**src/rtl/v0_display_driver_if.sv**
```systemverilog
// Bus between the CPU-side $v0 tap and the 7-segment display driver.
// The driver is the slave: it consumes the value/mode and produces the
// multiplexed segment/digit drive plus status.
interface v0_display_driver_if;
    logic [31:0] value_in;
    logic        hex_mode_in;
    logic [6:0]  seg_out;
    logic [3:0]  digit_out;
    logic        overflow_out;
    logic        busy_out;

    modport master (
        output value_in, hex_mode_in,
        input  seg_out, digit_out, overflow_out, busy_out
    );

    modport slave (
        input  value_in, hex_mode_in,
        output seg_out, digit_out, overflow_out, busy_out
    );
endinterface

```
**src/rtl/v0_display_driver.sv**
```systemverilog
// 4-digit common-anode 7-segment driver for the CPU $v0 tap.
// Captures value/mode on change, converts to BCD with a 32-step
// double-dabble engine (or passes hex through), and scans the digits.

// One BCD digit of the double-dabble adjust step: add 3 when >= 5.
module v0_dd_bcd_adj (
    input  logic [3:0] nib_in,
    output logic [3:0] nib_out
);
    assign nib_out = (nib_in >= 4'd5) ? nib_in + 4'd3 : nib_in;
endmodule

module v0_display_driver #(
    parameter int REFRESH_DIV = 50000,
    parameter int CNT_W       = 16
) (
    input  logic               clk,
    input  logic               reset_in,
    v0_display_driver_if.slave bus
);
    localparam int BCD_DIGITS = 10;   // 2^32-1 has ten decimal digits
    localparam int NUM_DIGITS = 4;

    typedef enum logic [1:0] {IDLE, CONVERT, LOAD} state_t;

    state_t                           state_q, state_d;
    logic [31:0]                      cap_val_q;
    logic                             cap_mode_q;
    logic [31:0]                      shift_q;
    logic [BCD_DIGITS-1:0][3:0]       bcd_q;
    logic [BCD_DIGITS-1:0][3:0]       bcd_adj;
    logic [4*BCD_DIGITS-1:0]          bcd_adj_flat;
    logic [4:0]                       iter_q;
    logic [NUM_DIGITS-1:0][3:0]       disp_q;
    logic                             ovf_q;
    logic [1:0]                       idx_q;
    logic [CNT_W-1:0]                 ref_cnt_q;
    logic                             changed;
    logic [3:0]                       cur_nib;

    assign changed = {bus.value_in, bus.hex_mode_in} != {cap_val_q, cap_mode_q};

    // Per-digit add-3 adjust, applied to the whole accumulator before each shift.
    for (genvar g = 0; g < BCD_DIGITS; g++) begin : g_adj
        v0_dd_bcd_adj u_adj (
            .nib_in  (bcd_q[g]),
            .nib_out (bcd_adj[g])
        );
    end
    assign bcd_adj_flat = bcd_adj;

    // FSM state register.
    always_ff @(posedge clk or posedge reset_in) begin
        if (reset_in) state_q <= IDLE;
        else          state_q <= state_d;
    end

    // Next state: hex goes straight to LOAD, decimal runs 32 shifts first.
    always_comb begin
        state_d = state_q;
        case (state_q)
            IDLE:    if (changed) state_d = bus.hex_mode_in ? LOAD : CONVERT;
            CONVERT: if (iter_q == 5'd31) state_d = LOAD;
            LOAD:    state_d = IDLE;
            default: state_d = IDLE;
        endcase
    end

    // Capture, conversion datapath and display latch. The display only
    // changes in LOAD, so it holds the previous result during a conversion.
    always_ff @(posedge clk or posedge reset_in) begin
        if (reset_in) begin
            cap_val_q  <= '0;
            cap_mode_q <= 1'b0;
            shift_q    <= '0;
            bcd_q      <= '0;
            iter_q     <= '0;
            disp_q     <= '0;
            ovf_q      <= 1'b0;
        end else begin
            case (state_q)
                IDLE: begin
                    if (changed) begin
                        cap_val_q  <= bus.value_in;
                        cap_mode_q <= bus.hex_mode_in;
                        shift_q    <= bus.value_in;
                        bcd_q      <= '0;
                        iter_q     <= '0;
                    end
                end
                CONVERT: begin
                    bcd_q   <= {bcd_adj_flat[4*BCD_DIGITS-2:0], shift_q[31]};
                    shift_q <= {shift_q[30:0], 1'b0};
                    iter_q  <= iter_q + 5'd1;
                end
                LOAD: begin
                    if (cap_mode_q) begin
                        disp_q <= cap_val_q[15:0];
                        ovf_q  <= |cap_val_q[31:16];
                    end else begin
                        disp_q <= bcd_q[NUM_DIGITS-1:0];
                        ovf_q  <= |bcd_q[BCD_DIGITS-1:NUM_DIGITS];
                    end
                end
                default: ;
            endcase
        end
    end

    // Free-running refresh counter; advances the active digit at terminal count.
    always_ff @(posedge clk or posedge reset_in) begin
        if (reset_in) begin
            ref_cnt_q <= '0;
            idx_q     <= '0;
        end else if (ref_cnt_q == CNT_W'(REFRESH_DIV - 1)) begin
            ref_cnt_q <= '0;
            idx_q     <= idx_q + 2'd1;
        end else begin
            ref_cnt_q <= ref_cnt_q + 1'b1;
        end
    end

    assign cur_nib          = disp_q[idx_q];
    assign bus.digit_out    = ~(4'b0001 << idx_q);
    assign bus.overflow_out = ovf_q;
    assign bus.busy_out     = (state_q != IDLE);

    // Active-low glyph for the selected nibble, a = bit 6 ... g = bit 0.
    always_comb begin
        bus.seg_out = 7'b1111111;
        case (cur_nib)
            4'h0: bus.seg_out = 7'b0000001;
            4'h1: bus.seg_out = 7'b1001111;
            4'h2: bus.seg_out = 7'b0010010;
            4'h3: bus.seg_out = 7'b0000110;
            4'h4: bus.seg_out = 7'b1001100;
            4'h5: bus.seg_out = 7'b0100100;
            4'h6: bus.seg_out = 7'b0100000;
            4'h7: bus.seg_out = 7'b0001111;
            4'h8: bus.seg_out = 7'b0000000;
            4'h9: bus.seg_out = 7'b0000100;
            4'hA: bus.seg_out = 7'b0001000;
            4'hB: bus.seg_out = 7'b1100000;
            4'hC: bus.seg_out = 7'b0110001;
            4'hD: bus.seg_out = 7'b1000010;
            4'hE: bus.seg_out = 7'b0110000;
            4'hF: bus.seg_out = 7'b0111000;
            default: bus.seg_out = 7'b1111111;
        endcase
    end
endmodule

```
**src/flat_wrapper.sv**
```systemverilog
// flat-port wrapper written by rule: the top's interface ports become plain ports
module v0_display_driver_flat 
#(
    parameter int REFRESH_DIV = 50000,
    parameter int CNT_W       = 16
)
  (clk, reset_in, bus_value_in, bus_hex_mode_in, bus_seg_out, bus_digit_out, bus_overflow_out, bus_busy_out);
  v0_display_driver_if bus_i ();
  input  logic clk;
  input  logic reset_in;
  input wire logic [$bits(bus_i.value_in)-1:0] bus_value_in;
  input wire logic [$bits(bus_i.hex_mode_in)-1:0] bus_hex_mode_in;
  output wire logic [$bits(bus_i.seg_out)-1:0] bus_seg_out;
  output wire logic [$bits(bus_i.digit_out)-1:0] bus_digit_out;
  output wire logic [$bits(bus_i.overflow_out)-1:0] bus_overflow_out;
  output wire logic [$bits(bus_i.busy_out)-1:0] bus_busy_out;
  assign bus_i.value_in = bus_value_in;
  assign bus_i.hex_mode_in = bus_hex_mode_in;
  assign bus_seg_out = bus_i.seg_out;
  assign bus_digit_out = bus_i.digit_out;
  assign bus_overflow_out = bus_i.overflow_out;
  assign bus_busy_out = bus_i.busy_out;
  v0_display_driver #(.REFRESH_DIV(REFRESH_DIV), .CNT_W(CNT_W)) u_core (.clk(clk), .reset_in(reset_in), .bus(bus_i));
endmodule
```
**config.mk**
```make
export PLATFORM = sky130hd
export DESIGN_NAME = v0_display_driver_flat
export DESIGN_NICKNAME = d
export VERILOG_FILES = /design/src/rtl/v0_display_driver_if.sv /design/src/rtl/v0_display_driver.sv /design/src/flat_wrapper.sv
export SDC_FILE = /design/constraint.sdc
export NUM_CORES = 1
export LEC_CHECK = 0
export BUFFER_PORTS_ARGS = -buffer_cell sky130_fd_sc_hd__buf_2
export CORE_MARGIN = 8
export CORE_UTILIZATION = 56
export CTS_CLUSTER_DIAMETER = 200
export CTS_CLUSTER_SIZE = 24
export DETAILED_ROUTE_END_ITERATION = 12
export PLACE_DENSITY = 0.89
export SLEW_MARGIN = 20
export SYNTH_ARGS = -nofsm -noshare
export SYNTH_HDL_FRONTEND = slang
export SYNTH_SLANG_ARGS = --single-unit
```
**constraint.sdc**
```tcl
create_clock -name clk -period 4.81 [get_ports clk]
set_input_delay 0.962 -clock clk [delete_from_list [all_inputs] [get_ports clk]]
set_output_delay 0.962 -clock clk [all_outputs]
set_load 0.02 [all_outputs]
```
; ---- Word level (Yosys, flattened, before mapping)
; Memories as Yosys holds them, arrays and structs flattened.
; Index checks and enable logic that the tools add are counted.
[op_classes]
add_sub_neg = 13
n_lt_le_gt_ge = 11
n_eq_ne = 7
shift = 1
n_mux = 25
bitwise_logic = 1
reduce_logical = 8
[ops]
columns = operator, count
row1 = $pmux 40 s2, 1
row2 = $pmux 32 s2, 1
row3 = $ge 4x3->1 const B, 10
row4 = $mux 4, 10
row5 = $mux 40, 1
row6 = $add 4x2->4 const B, 9
row7 = $ne 33x33->1, 1
row8 = $mux 16, 2
row9 = $mux 32, 1
row10 = $reduce_or 24->1, 1
row11 = $add 16x1->16 const B, 1
row12 = $eq 16x16->1 const B, 1
row13 = $reduce_or 16->1, 1
row14 = $pmux 5 s2, 1
row15 = $bmux 4 s2, 1
row16 = $mux 2, 3
row17 = $reduce_and 2->1, 3
row18 = $add 5x1->5 const B, 1
row19 = $eq 5x5->1 const B, 1
row20 = $mux 5, 1
row21 = $ne 2x1->1 const B, 2
row22 = $not 4->4, 1
row23 = $pmux 2 s2, 1
row24 = $reduce_bool 2->1, 2
row25 = 9 further kinds, 9
[totals]
register_bits = 147
rom_bits = 112
in_bits = 35
word_cells = 89
n_memories = 1
[mem_list]
columns = name, depth, word_bits, rd, rd_ports_with_merged_regs, wr, line_no
row1 = (name not given), 16, 7, 1, 0, 0, v0_display_driver.sv:131  ; case (cur_nib)

; ---- Depth between registers and ports, before layout
[depth]
word_depth = 3
mapped_depth = 8
mapped_depth_nobuf = 7

; ---- By module
; From an unflattened synthesis, not the netlist that was laid out.
[unflattened]
cells_unflattened = 758
hier_area_um2 = 8146.6
[by_module_without_submodules]
columns = module, instances, cells_per_inst, area_per_inst_um2, seq_area_each_um2
row1 = v0_display_driver, 1, 598, 7133.1, 3678.5
row2 = v0_dd_bcd_adj, 10, 16, 101.3, 0.0

; ---- Least setup slack after synthesis
; OpenSTA, ideal clock, no wires.
[synth_timing]
path_type = reg2out
startpoint = reg u_core.idx_q[0]
endpoint = out bus_seg_out[2]
arrival_time_ns = 2.166
required_time_ns = 3.848
slack_ns = 1.682
path_stages_with_launch = 6
cell_sequence = dfrtp_1 -> clkbuf_1 -> mux4_2 -> ha_1 -> mux2_2 -> o21ai_0
[synth_between]
elab_chain_len = 3
[synth_rtl]
columns = item, line_no
row1 = "start, declared", v0_display_driver.sv:36  ; logic [1:0] idx_q;
row2 = "start signal, assigned", v0_display_driver.sv:117  ; idx_q <= idx_q + 2'd1;
row3 = $bmux 4 s2, v0_display_driver.sv:123  ; assign cur_nib = disp_q[idx_q];
row4 = $mux 4 (not written as such), v0_display_driver.sv:123
row5 = $mem_v2 16x7, --
row6 = "end, declared", flat_wrapper.sv:13  ; output wire logic [$bits(bus_i.seg_out)-1:0] bus_seg_out;
; No other way between the ends. The select of a mux whose other input is x is not followed.

; ---- Worst setup path in the final report
[layout_timing]
startpoint = reg u_core.idx_q[0]
endpoint = out bus_seg_out[3]
; Same word-level chain as after synthesis.

==> run metrics <==
layout cell share with drive strength beyond 1 0.198; Worst EP required 3.85 ns; post-layout utilization of the core 0.625; CTS Buf Count 17; Syn Area/Cell 10.7 um2; WS Path Type reg2out; Slew @ Worst Pin 1.10 ns; Pins Over Slew Limit 0; post-synthesis sequential area ratio 0.454; max_slew headroom 0.267; Post-synth ARST share 1.00; CP arrival 2.61 ns; final-report hold violation count 0; post-CTS resize count 0; initial antenna violation count 0; switching share of power 0.380; Clk network pwr share 0.250; DRC 0; worst path cell trace mux4_2 > inv_1 > ha_1 > nor2_1 > a21oi_1 > nor2_1 > a31oi_1 > buf_2; Max Clock Freq 0.280 GHz; hold path start u_core.ref_cnt_q[0]; final worst-path cycle share 0.743; Layout Nets 864; number of max-cap violations 0; setup TNS 0 ns; Vias/cell 6.14; Antenna Nets Post-Route 0; RSZ-0062 raised after global routing false; CP endpoint kind output port; setup ws final 1.24 ns; Tmin final 3.57 ns; wire per inst 18.8 um; number of H-tree levels 4; P_leak 3.99 nW; sw power 1.98 mW; R2R Setup Slk 1.65 ns; Crit Path Max Fanout 7; crit-path most repeated cell nor2_1; Flop pwr share 0.396; first-iteration detailed-routing DRC count 707; Chip Height 136 um; Bufs on Longest Clock Path 2; Setup Buffers After CTS 0; part of the power in combinational logic 0.354; core box area 0.0143 mm2; dpl ws 1.53 ns; root buffer cell clkbuf_16; critical path's slowest cell mux4_2; CTS tree done; synth cell count leaders dfrtp_1, nor2_1, nand2_1, o21ai_0, xor2_1; via count 6057; Synth Flop Type dfrtp_1; worst hold path class reg2reg; crit path launch u_core.idx_q[0]; most common cell in the synthesized netlist dfrtp_1; Post-Synthesis Cells 760; post-synth net total 834; Clock Pin Slew Worst Setup and Hold Paths 0.07 ns; Distinct cells, synth 46; Sink Count 147; Area Overhead vs Synth 10.5%; first-pass GRT wire length 31000 um; Top Ports 48; Power Internal 3.23 mW; clk_lat worst skew 0.43 ns; Ys Warns 0; slowest stage delay, CP 0.64 ns; outcome finished clean; Final setup viols 0; Final HPWL DP 11900 um; Worst Skew 0.00885 ns; first-pass detailed-route iteration total 5; Die W 136 um; ant diodes 0; Cell Rows 44; Detailed Route WL 18600 um; overflow left after global routing 0; initial core utilization 0.566; P per Cell Area 582 mW/mm2; GR Util All Layers 0.212; Seq cells post-synth 147; VDD IR max 0.000481 V; cell area after synthesis 0.00810 mm2; startpoint types register; vias in the first global route 6098; Die ar. 0.0186 mm2; largest net degree at the start of global routing 148; port buffer count 47; RR Startpoint u_core.cap_mode_q; top post-synthesis cells by area dfrtp_1, ha_1, mux2_2, xor2_1, a22o_1; Routability Congestion 0.806; area share of the largest cell type after synthesis 0.454; EDFF count, synth 0; Synth area leader dfrtp_1; cts hold-fix bufs 0
## cells in the final DEF, fill, tap and decap left out, types with 3 or more instances in the layout
master	count
o2bb2ai_1	6
or4_1	3
xnor2_1	15
nor4b_1	3
dfrtp_1	147
and3_1	6
o21ai_0	50
nor3_1	8
mux2_2	36
nand4_1	3
nand2b_1	13
mux4_2	4
nor2_1	63
nor3b_1	6
inv_6	6
nand2_1	62
inv_1	29
ha_1	39
nand3_1	11
xor2_1	46
buf_4	4
buf_2	47
nor4_1	11
a22o_1	38
a2bb2oi_1	29
nor2b_1	3
o221a_2	29
a21o_1	5
a21oi_1	18
clkbuf_16	17
clkinvlp_4	4
mux2i_1	16
## worst max-delay path, delay by kind of cell (launching register included)
kind | cells | cell delay, ns
buffers and inverters | 2 | 0.33
AOI/OAI and AO/OA | 2 | 0.25
adders and majority gates | 1 | 0.26
muxes | 1 | 0.64
and+or+nand+nor | 2 | 0.12
DFF | 1 | 0.58
## per-stage QoR
step | hold WS [ns] | power (mW) | cells | instance area [um2]
floorplan | 0.445 | 3.42 | 760 | 8100
global placement | 0.457 | 3.77 | 955 | 8370
detailed placement | 0.471 | 3.87 | 955 | 8370
CTS | 0.480 | 5.20 | 987 | 8950
global route | 0.505 | 5.50 | 987 | 8950
finish | 0.477 | 5.21 | 987 | 8950
## metal layers
| layer | global-route usage | vias to the layer above | routed length [um] |
|---|---|---|---|
| li1 | - | 2792 | - |
| met1 | 0.277 | 3022 | 8160 |
| met2 | 0.338 | 201 | 8900 |
| met3 | 0.0506 | 42 | 1170 |
| met4 | 0.0732 | 0 | 343 |
| met5 | 0 | - | 0 |
## worst paths after layout
| check | to | depth (start not counted) |
|---|---|---|
| max | bus_seg_out[3] | 8 |
| max in group asynchronous | u_core.cap_val_q[15] | 3 |
| min | u_core.ref_cnt_q[0] | 1 |
| max reg2reg | u_core.shift_q[30] | 6 |
| min reg2reg | u_core.ref_cnt_q[0] | 1 |
| min in group asynchronous | u_core.bcd_q[30] | 3 |
## sequential cells by signal (all words and copies together) (netlist names)
name,count
u_core.bcd_q,40
u_core.shift_q,32
u_core.ref_cnt_q,16
u_core.state_q,2
u_core.disp_q,16
u_core.iter_q,5
u_core.cap_mode_q,1
u_core.cap_val_q,32
u_core.bus.overflow_out,1
u_core.idx_q,2
## power groups by stage
| stage | clock network [mW] | logic (mW) | registers, mW |
|---|---|---|---|
| detailed placement | 0 | 1.81 | 2.05 |
| global route | 1.37 | 2.02 | 2.11 |
| CTS | 1.32 | 1.84 | 2.05 |
| floorplan | 0 | 1.54 | 1.87 |
| finish | 1.30 | 1.84 | 2.06 |
| global placement | 0 | 1.74 | 2.03 |
## cell type report
class | instances | area (um2)
Tap cell | 184 | 230
Multi-Input combinational cell | 541 | 4060
Timing Repair Buffer | 52 | 285
Sequential cell | 147 | 3680
Fill cell | 1102 | 5370
Inverter | 31 | 120
Clock buffer | 17 | 425
Clock inverter | 15 | 146
## cells by family after synthesis
logic type / share of synthesized area
AND/OR/NAND/NOR: 0.117
AO/OA/AOI/OAI: 0.176
XOR/XNOR: 0.0660
buffers and inverters: 0.0456
flip-flops: 0.454
adder cells (fa/ha/maj): 0.0603
multiplexers: 0.0810
Note: power is estimated with default switching activity, not from simulation.
